**src/rtl/pool_window_gen.sv**
```systemverilog
// ---------------------------------------------------------------------------
// pool_window_gen
//   Streaming 2x2 / stride-2 window extractor in front of the average-pooling
//   stage. Pixels arrive in raster order, map by map, IFM_DEPTH maps per
//   frame. A shift register of one row plus one pixel provides the three
//   older window pixels when the pixel completing a window arrives; the
//   window is then presented for one cycle with its pooled-map address.
//
// Ports
//   clk             in   clock, rising edge
//   reset           in   asynchronous, active-high
//   clear           in   synchronous restart of counters and outputs
//   pixel_valid     in   pixel_in is accepted on this edge
//   pixel_in        in   IFM pixel (opaque DATA_WIDTH bits)
//   pool_enable     out  one-cycle strobe: window outputs valid
//   pool_data_out_1 out  window pixel (r-1,c-1)
//   pool_data_out_2 out  window pixel (r-1,c)
//   pool_data_out_3 out  window pixel (r,c-1)
//   pool_data_out_4 out  window pixel (r,c)
//   pool_addr       out  row-major address of the window in the pooled map
//   map_idx         out  map the window belongs to
//   map_done        out  pulse with the last accepted pixel of a map
//   frame_done      out  pulse with the last accepted pixel of the last map
// ---------------------------------------------------------------------------
module pool_window_gen #(
    parameter int DATA_WIDTH            = 32,
    parameter int IFM_SIZE              = 14,
    parameter int IFM_DEPTH             = 3,
    parameter int IFM_SIZE_NEXT         = (IFM_SIZE - 2) / 2 + 1,
    parameter int ADDRESS_SIZE_NEXT_IFM = $clog2(IFM_SIZE_NEXT * IFM_SIZE_NEXT),
    parameter int BUF_SIZE              = IFM_SIZE + 1,
    localparam int MAP_W                = (IFM_DEPTH > 1) ? $clog2(IFM_DEPTH) : 1
) (
    input  logic                             clk,
    input  logic                             reset,
    input  logic                             clear,
    input  logic                             pixel_valid,
    input  logic [DATA_WIDTH-1:0]            pixel_in,
    output logic                             pool_enable,
    output logic [DATA_WIDTH-1:0]            pool_data_out_1,
    output logic [DATA_WIDTH-1:0]            pool_data_out_2,
    output logic [DATA_WIDTH-1:0]            pool_data_out_3,
    output logic [DATA_WIDTH-1:0]            pool_data_out_4,
    output logic [ADDRESS_SIZE_NEXT_IFM-1:0] pool_addr,
    output logic [MAP_W-1:0]                 map_idx,
    output logic                             map_done,
    output logic                             frame_done
);

    localparam int RC_W = $clog2(IFM_SIZE);
    localparam logic [RC_W-1:0]  RC_LAST  = RC_W'(IFM_SIZE - 1);
    // Highest row/column index that can still close a window; for odd
    // IFM_SIZE the final row and column are excluded.
    localparam logic [RC_W-1:0]  WIN_LAST = RC_W'(2 * IFM_SIZE_NEXT - 1);
    localparam logic [MAP_W-1:0] MAP_LAST = MAP_W'(IFM_DEPTH - 1);

    logic [DATA_WIDTH-1:0]            sr [BUF_SIZE];
    logic [RC_W-1:0]                  col;
    logic [RC_W-1:0]                  row;
    logic [MAP_W-1:0]                 map_cnt;
    logic [ADDRESS_SIZE_NEXT_IFM-1:0] win_cnt;

    logic accept;
    logic at_col_end;
    logic at_row_end;
    logic at_map_last;
    logic win_hit;

    assign accept      = pixel_valid && !clear;
    assign at_col_end  = (col == RC_LAST);
    assign at_row_end  = (row == RC_LAST);
    assign at_map_last = (map_cnt == MAP_LAST);
    assign win_hit     = row[0] && col[0] && (row <= WIN_LAST) && (col <= WIN_LAST);

    // Line buffer: data only, so no reset. Stale contents after a reset or
    // map change are never read because a window needs row >= 1 and col >= 1
    // of the current map, by which point the taps hold current-map pixels.
    always_ff @(posedge clk) begin
        if (accept) begin
            sr[0] <= pixel_in;
            for (int k = 1; k < BUF_SIZE; k++) begin
                sr[k] <= sr[k-1];
            end
        end
    end

    // Stage boundary: accepted pixel -> registered window, address, strobes.
    always_ff @(posedge clk or posedge reset) begin
        if (reset) begin
            col             <= '0;
            row             <= '0;
            map_cnt         <= '0;
            win_cnt         <= '0;
            pool_enable     <= 1'b0;
            pool_data_out_1 <= '0;
            pool_data_out_2 <= '0;
            pool_data_out_3 <= '0;
            pool_data_out_4 <= '0;
            pool_addr       <= '0;
            map_idx         <= '0;
            map_done        <= 1'b0;
            frame_done      <= 1'b0;
        end else if (clear) begin
            col             <= '0;
            row             <= '0;
            map_cnt         <= '0;
            win_cnt         <= '0;
            pool_enable     <= 1'b0;
            pool_data_out_1 <= '0;
            pool_data_out_2 <= '0;
            pool_data_out_3 <= '0;
            pool_data_out_4 <= '0;
            pool_addr       <= '0;
            map_idx         <= '0;
            map_done        <= 1'b0;
            frame_done      <= 1'b0;
        end else begin
            pool_enable <= 1'b0;
            map_done    <= 1'b0;
            frame_done  <= 1'b0;
            if (pixel_valid) begin
                if (win_hit) begin
                    pool_data_out_1 <= sr[IFM_SIZE];
                    pool_data_out_2 <= sr[IFM_SIZE-1];
                    pool_data_out_3 <= sr[0];
                    pool_data_out_4 <= pixel_in;
                    pool_addr       <= win_cnt;
                    map_idx         <= map_cnt;
                    pool_enable     <= 1'b1;
                    win_cnt         <= win_cnt + 1'b1;
                end
                if (at_col_end) begin
                    col <= '0;
                    if (at_row_end) begin
                        // End of map: the window-counter restart takes
                        // priority over the increment of the final window.
                        row        <= '0;
                        win_cnt    <= '0;
                        map_done   <= 1'b1;
                        frame_done <= at_map_last;
                        map_cnt    <= at_map_last ? '0 : map_cnt + 1'b1;
                    end else begin
                        row <= row + 1'b1;
                    end
                end else begin
                    col <= col + 1'b1;
                end
            end
        end
    end

endmodule

```
**config.mk**
```make
export PLATFORM = sky130hd
export DESIGN_NAME = pool_window_gen
export DESIGN_NICKNAME = d
export VERILOG_FILES = /design/src/rtl/pool_window_gen.sv
export SDC_FILE = /design/constraint.sdc
export NUM_CORES = 1
export LEC_CHECK = 0
export ABC_AREA = 1
export CORE_MARGIN = 2
export CORE_UTILIZATION = 55
export CTS_BUF_LIST = sky130_fd_sc_hd__clkbuf_4 sky130_fd_sc_hd__clkbuf_8
export DETAILED_ROUTE_END_ITERATION = 8
export GPL_ROUTABILITY_DRIVEN = 0
export PLACE_DENSITY = 0.78
export SYNTH_ARGS = -nofsm -noshare
export SYNTH_HDL_FRONTEND = slang
export SYNTH_SLANG_ARGS = --single-unit
export TNS_END_PERCENT = 30
```
**constraint.sdc**
```tcl
create_clock -name clk -period 11.2 [get_ports clk]
set_clock_uncertainty 0.15 [all_clocks]
set_input_delay 1.12 -clock clk [delete_from_list [all_inputs] [get_ports clk]]
set_output_delay 1.12 -clock clk [all_outputs]
set_load 0.01 [all_outputs]
```
==> flow_summary_export.csv, run 1 <==
group,metric,value,unit
timing,setup_tns,0,ns
synth,syn_inst,1200,
die,die_w,199,um
global_routing,first_global_vias,10200,
clock_tree,htreeDepth,3,
clock_tree,tritoncts,"yes",
die,ios,175,
routing,drc,0,
global_routing,grt_max_degree,232,
critical_path,critical_path_arrival,4.94,ns
clock_tree,clk_latency,0.61,ns
synth,syn_area,20800,sq um
synth,syn_nets,1243,
die,die_h,199,um
place,portBuffers,174,
synth,synth_cell_types,28,
critical_path,endpoint_kind,"flop",
clock_tree,numClockSinks,635,
status,outcome,"finished, final reports clean",
finish,synthToLayoutAreaGrowth,19.8,%
global_routing,grt_pass1_wl,50900,um
clock_tree,cts-root-buf,"clkbuf_8",
finish,regArea,18300,sq um
critical_path,path_max_fanout,231,
pwr,pwr-share-comb,2.8,%
die,initial_core_util,55.6,%
global_routing,antenna_found_initial,0,
global_routing,overflow,0,
synth,synthAdderAreaFrac,0.420,%
routing,final_antenna_net_count,0,
synth,synth-compound-area-share,0.600,%
pwr,intPower,3.69,mW
die,die-area,39500,sq um
timing,fin_crit,4.86,ns
critical_path,crit_type,"in2reg",
synth,synth_seq_cells,635,
job,drv_cap,0,
synth,synth-xor-area-share,0.0420,%
synth,synth_warnings,0,
pwr,powerDensity,185,nW/um^2
place,placed_cells,1850,
timing,slew_violations,0,
place,hpwl,17900,um
die,core,37500,sq um
worst_hold_path,hold_path_class,"reg2reg",
routing,routedWlPerCell,15.7,um
synth,synth_simple_gate_area_share,9.37,%
finish,final_common_cell,"edfxtp_1",
timing,max_freq,206,MHz
clock_tree,ctsResizeCount,0,
critical_path,start_kind,"input pin",
synth,synth_top_family_by_area,"simple AND/OR/NAND/NOR gates",
critical_path,startpoint,"pixel_valid",
finish,finalNonFillerCells,2023,
clock_tree,post-cts-setup-buffers,0,
pwr,switching_share,19.9,%
timing,slew_headroom,15.8,%
clock_tree,numCtsBuffers,93,
critical_path,cp.required,11.28,ns
finish,nNetsFinal,1477,
clock_tree,hold_buffers,0,
pwr,power_frac_clock,39.6,%
timing,hold_viol,0,
clock_tree,path_clk_slew,0.07,ns
routing,vias,10100,
place,placed_cell_area,23000,sq um
worst_hold_path,min_from,"sr[1][157]",
routing,post_drt_via_cell_ratio,5.00,
synth,synthMuxAreaShare,0,%
finish,layout_common_cells,"480 x edfxtp_1, 292 x nand2_1, 174 x clkdlybuf4s50_1",
die,rows,71,
clock_tree,clock_path_buffers,3,
finish,nFillCells,2474,
routing,drtPass1Iterations,5,
finish,fin_area,25000,sq um
synth,ys_seq_area_share,87.7,%
timing,post-route-period-util,43.4,%
routing,drt_iter0_drc,709,
finish,diodes,0,
finish,multi_input_area,2170,sq um
pwr,p_switching,0.916,mW
pwr,p_leak,9.75,nW
pwr,p_seq_share,57.6,%
timing,finalSetupViolations,0,
timing,rsz0062_at_grt,"no",
synth,syn_avg_cell_area,17.4,sq um
finish,drive_above_1_share,11.9,%
pwr,peakVddDrop,0.0000999,V
routing,drt-total-wl,31700,um
critical_path,rr_startpoint,"row[0]",
timing,worstMarginPinSlew,1.26,ns
global_routing,grtUsageTotal,16.5,%
[metrics by stage]
step,worst slack (ns),hold WS [ns],utilization (%),power [mW]
floorplan,1.81,0.250,-,2.78
global placement,5.92,0.250,61.5,2.82
detailed placement,5.83,0.255,61.5,2.83
CTS,6.47,0.259,66.6,4.67
global route,6.13,0.258,66.6,4.78
finish,6.34,0.261,66.6,4.61
[routing by layer]
metal	GRT usage, %	part of all wire, %	vias up
li1	-	-	4759
met5	0	0	-
met1	22.4	43	4941
met2	25.1	46	352
met3	5.46	8.2	63
met4	6.41	2.2	0
[final timing paths]
check,to,slack (ns),cells after the start
min in group asynchronous,pool_data_out_2[18],0.84,2
max in group asynchronous,pool_data_out_2[29],8.48,3
worst min-delay path,sr[1][189],0.26,0
worst max register to register,pool_data_out_3[18],8.21,10
worst max-delay path,sr[1][223],6.34,6
worst min register to register,sr[1][189],0.26,0
[cell usage after synthesis]
cell	count	share of area, %
a21oi_1	5	0.12
a31oi_1	1	0.030
buf_1	4	0.072
buf_2	19	0.46
buf_4	1	0.036
buf_6	10	0.54
clkbuf_1	9	0.16
dfrtp_1	155	19
edfxtp_1	480	69
ha_1	7	0.42
inv_1	24	0.43
inv_2	5	0.090
inv_4	1	0.030
nand2_1	292	5.3
nand2_2	1	0.030
nand2_4	2	0.11
nand3_1	142	3.4
nand3_4	1	0.084
nand4_1	2	0.060
nor2_1	16	0.29
nor2_2	1	0.030
nor2_4	1	0.054
nor3_1	2	0.048
o211ai_1	1	0.036
o21ai_0	14	0.34
o21ai_1	2	0.048
o22ai_1	1	0.030
xor2_1	1	0.042
[sequential cells by signal (all words and copies together) (netlist names)]
register,flops
col,4
frame_done,1
map_cnt,2
map_done,1
map_idx,2
pool_addr,6
pool_data_out_1,32
pool_data_out_2,32
pool_data_out_3,32
pool_data_out_4,32
pool_enable,1
row,4
sr,480
win_cnt,6
[critical path, cell delays in order]
cell,delay (ns)
clkdlybuf4s50_1,0.59
inv_2,0.07
nor2_4,0.15
buf_12,0.70
buf_4,1.02
buf_4,0.88
[cells by family (layout without fill, tap and decap cells)]
family          Yosys count  after routing
flops                   635            635
simple gates            460            460
buf+inv                  73            385
compound gates           24             24
fa+ha+maj                 7              7
xor+xnor                  1              1
[power by group through the flow]
stage,Combinational (mW),Sequential [mW],Clock [mW]
2_1_floorplan,0.0676,2.71,0
3_3_place_gp,0.127,2.69,0
3_5_place_dp,0.131,2.70,0
4_1_cts,0.132,2.65,1.88
5_1_grt,0.144,2.66,1.98
6_report,0.129,2.65,1.82
[layout make-up]
| cell class | count | share of cell area [%] |
|---|---|---|
| flip-flops and latches | 635 | 73.2 |
| repair buffers | 182 | 7.26 |
| clock buffers | 144 | 7.06 |
| well taps | 511 | 2.56 |
| multi-input cells | 492 | 8.71 |
| inverters | 30 | 0.501 |
| clock inverters | 29 | 0.661 |
Note: power is estimated with default switching activity, not from simulation.
==> run 2, diff against run 1 <==
--- a/config.mk
+++ b/config.mk
@@ -7,11 +7,11 @@
 export LEC_CHECK = 0
 export ABC_AREA = 1
 export CORE_MARGIN = 2
-export CORE_UTILIZATION = 55
+export CORE_UTILIZATION = 54
 export CTS_BUF_LIST = sky130_fd_sc_hd__clkbuf_4 sky130_fd_sc_hd__clkbuf_8
 export DETAILED_ROUTE_END_ITERATION = 8
 export GPL_ROUTABILITY_DRIVEN = 0
-export PLACE_DENSITY = 0.78
+export PLACE_DENSITY = 0.8
 export SYNTH_ARGS = -nofsm -noshare
 export SYNTH_HDL_FRONTEND = slang
 export SYNTH_SLANG_ARGS = --single-unit
==> constraint.sdc (replaced) <==
create_clock -name clk -period 4.1 [get_ports clk]
set_clock_uncertainty 0.15 [all_clocks]
set_input_delay 0.41 -clock clk [delete_from_list [all_inputs] [get_ports clk]]
set_output_delay 0.41 -clock clk [all_outputs]
set_load 0.01 [all_outputs]
==> flow_summary_export.csv, run 2 (synthesized netlist as in run 1, its figures left out) <==
group,metric,value,unit
finish,final_core_util,66.1,%
clock_tree,tritoncts,"yes",
critical_path,cp_slowest_cell,"nand2_4",
timing,fin_crit,2.95,ns
timing,rsz0062_at_grt,"no",
global_routing,grt_pass1_wl,50700,um
critical_path,endpoint_kind,"flop",
routing,drc,0,
timing,max_freq,339,MHz
finish,largest_reg_flops,480,
worst_hold_path,hold_path_class,"in2async",
pwr,powerDensity,502,nW/um^2
clock_tree,ctsResizeCount,0,
clock_tree,numClockSinks,635,
job,drv_cap,0,
global_routing,overflow,0,
routing,routedWlPerCell,15.7,um
place,hpwl,18200,um
timing,slew_headroom,41.0,%
critical_path,path_max_fanout,80,
place,placed_cell_area,23100,sq um
critical_path,crit_type,"reg2reg",
pwr,p_switching,2.53,mW
routing,final_antenna_net_count,0,
routing,drtPass1Iterations,5,
die,die_w,200,um
global_routing,first_global_vias,10100,
critical_path,critical_path_arrival,3.36,ns
critical_path,cp_cell_sequence,"inv_1 > ha_1 > nor2_1 > nand2_2 > nand3_4 > inv_4 > nand2_4 > buf_4 > nand3_1 > nand2_1",
clock_tree,path_clk_slew,0.06,ns
clock_tree,clock_path_buffers,3,
place,placed_cells,1853,
critical_path,critical-path-top-delay-family,"simple AND/OR/NAND/NOR gates",
critical_path,critPathBufInv,3,
die,initial_core_util,55.1,%
global_routing,grtUsageTotal,15.8,%
place,portBuffers,174,
routing,drt_iter0_drc,758,
finish,regMostFlops,"sr",
timing,worstMarginPinSlew,0.885,ns
clock_tree,cts-root-buf,"clkbuf_8",
global_routing,antenna_found_initial,0,
clock_tree,hold_buffers,0,
timing,hold_viol,0,
pwr,power_frac_clock,39.4,%
routing,drt-total-wl,31700,um
pwr,p_seq_share,57.7,%
timing,slew_violations,0,
die,die-area,40200,sq um
finish,diodes,0,
routing,post_drt_via_cell_ratio,4.98,
finish,drive_above_1_share,12.0,%
timing,post-route-period-util,71.9,%
clock_tree,post-cts-setup-buffers,0,
pwr,p_leak,9.76,nW
die,die_h,200,um
routing,vias,10100,
die,ios,175,
die,core,37800,sq um
finish,finalNonFillerCells,2024,
die,rows,71,
timing,setup_tns,0,ns
status,outcome,"finished, final reports clean",
clock_tree,numCtsBuffers,92,
finish,fin_area,25000,sq um
pwr,switching_share,20.1,%
finish,final_common_cell,"edfxtp_1",
pwr,peakVddDrop,0.000296,V
clock_tree,clk_latency,0.63,ns
pwr,intPower,10.0,mW
timing,fin_ws,1.15,ns
finish,nFillCells,2538,
critical_path,cp.required,4.51,ns
critical_path,slowest_delay,0.64,ns
global_routing,grt_max_degree,169,
pwr,pwr-share-comb,2.9,%
finish,nNetsFinal,1479,
finish,synthToLayoutAreaGrowth,20.0,%
clock_tree,htreeDepth,3,
place,post-place-ws,1.15,ns
timing,finalSetupViolations,0,
critical_path,start_kind,"flop",
finish,layout_common_cells,"480 x edfxtp_1, 292 x nand2_1, 174 x clkdlybuf4s50_1",
==> run 2: through the flow <==
stage / power [mW] / hold slack [ns]
5_1_grt: 13.0 / 0.173
3_3_place_gp: 7.71 / 0.250
4_1_cts: 12.7 / 0.147
3_5_place_dp: 7.74 / 0.255
6_report: 12.6 / 0.204
2_1_floorplan: 7.60 / 0.250
==> run 2: final cells by class <==
class	instances	area [sq um]	area share [%]
Timing Repair Buffer	185	1890	7.54
Clock buffer	139	1670	6.67
Inverter	30	138	0.550
Tap cell	511	639	2.56
Clock inverter	32	214	0.855
Multi-Input combinational cell	492	2170	8.69
Sequential cell	635	18300	73.1
==> run 2: per-layer routing <==
| metal | wire (um) | GRT usage (%) | share of wire, % |
|---|---|---|---|
| met5 | 0 | 0 | 0 |
| met4 | 580 | 5.95 | 1.8 |
| met3 | 2550 | 5.54 | 8.0 |
| met2 | 14700 | 24.4 | 47 |
| met1 | 13800 | 21.0 | 44 |
==> run 2: power groups by stage <==
stage          Clock (mW)  Sequential, mW  Combinational [mW]
6_report             4.95            7.25               0.360
3_3_place_gp            0            7.36               0.352
5_1_grt              5.37            7.26               0.399
4_1_cts              5.11            7.25               0.366
2_1_floorplan           0            7.41               0.186
3_5_place_dp            0            7.38               0.365
==> run 2: path summary, 6_finish.rpt <==
check	from	endpoint	slack, ns	cells past startpoint
worst max-delay path	col[0]	pool_data_out_4[23]	1.15	10
worst min-delay path	reset	pool_data_out_2[13]	0.20	2
worst max register to register	col[0]	pool_data_out_4[23]	1.15	10
worst min register to register	sr[0][144]	sr[0][176]	0.26	0
max in group asynchronous	reset	pool_data_out_4[29]	2.79	3
min in group clk	pixel_in[22]	pool_data_out_4[22]	0.21	3
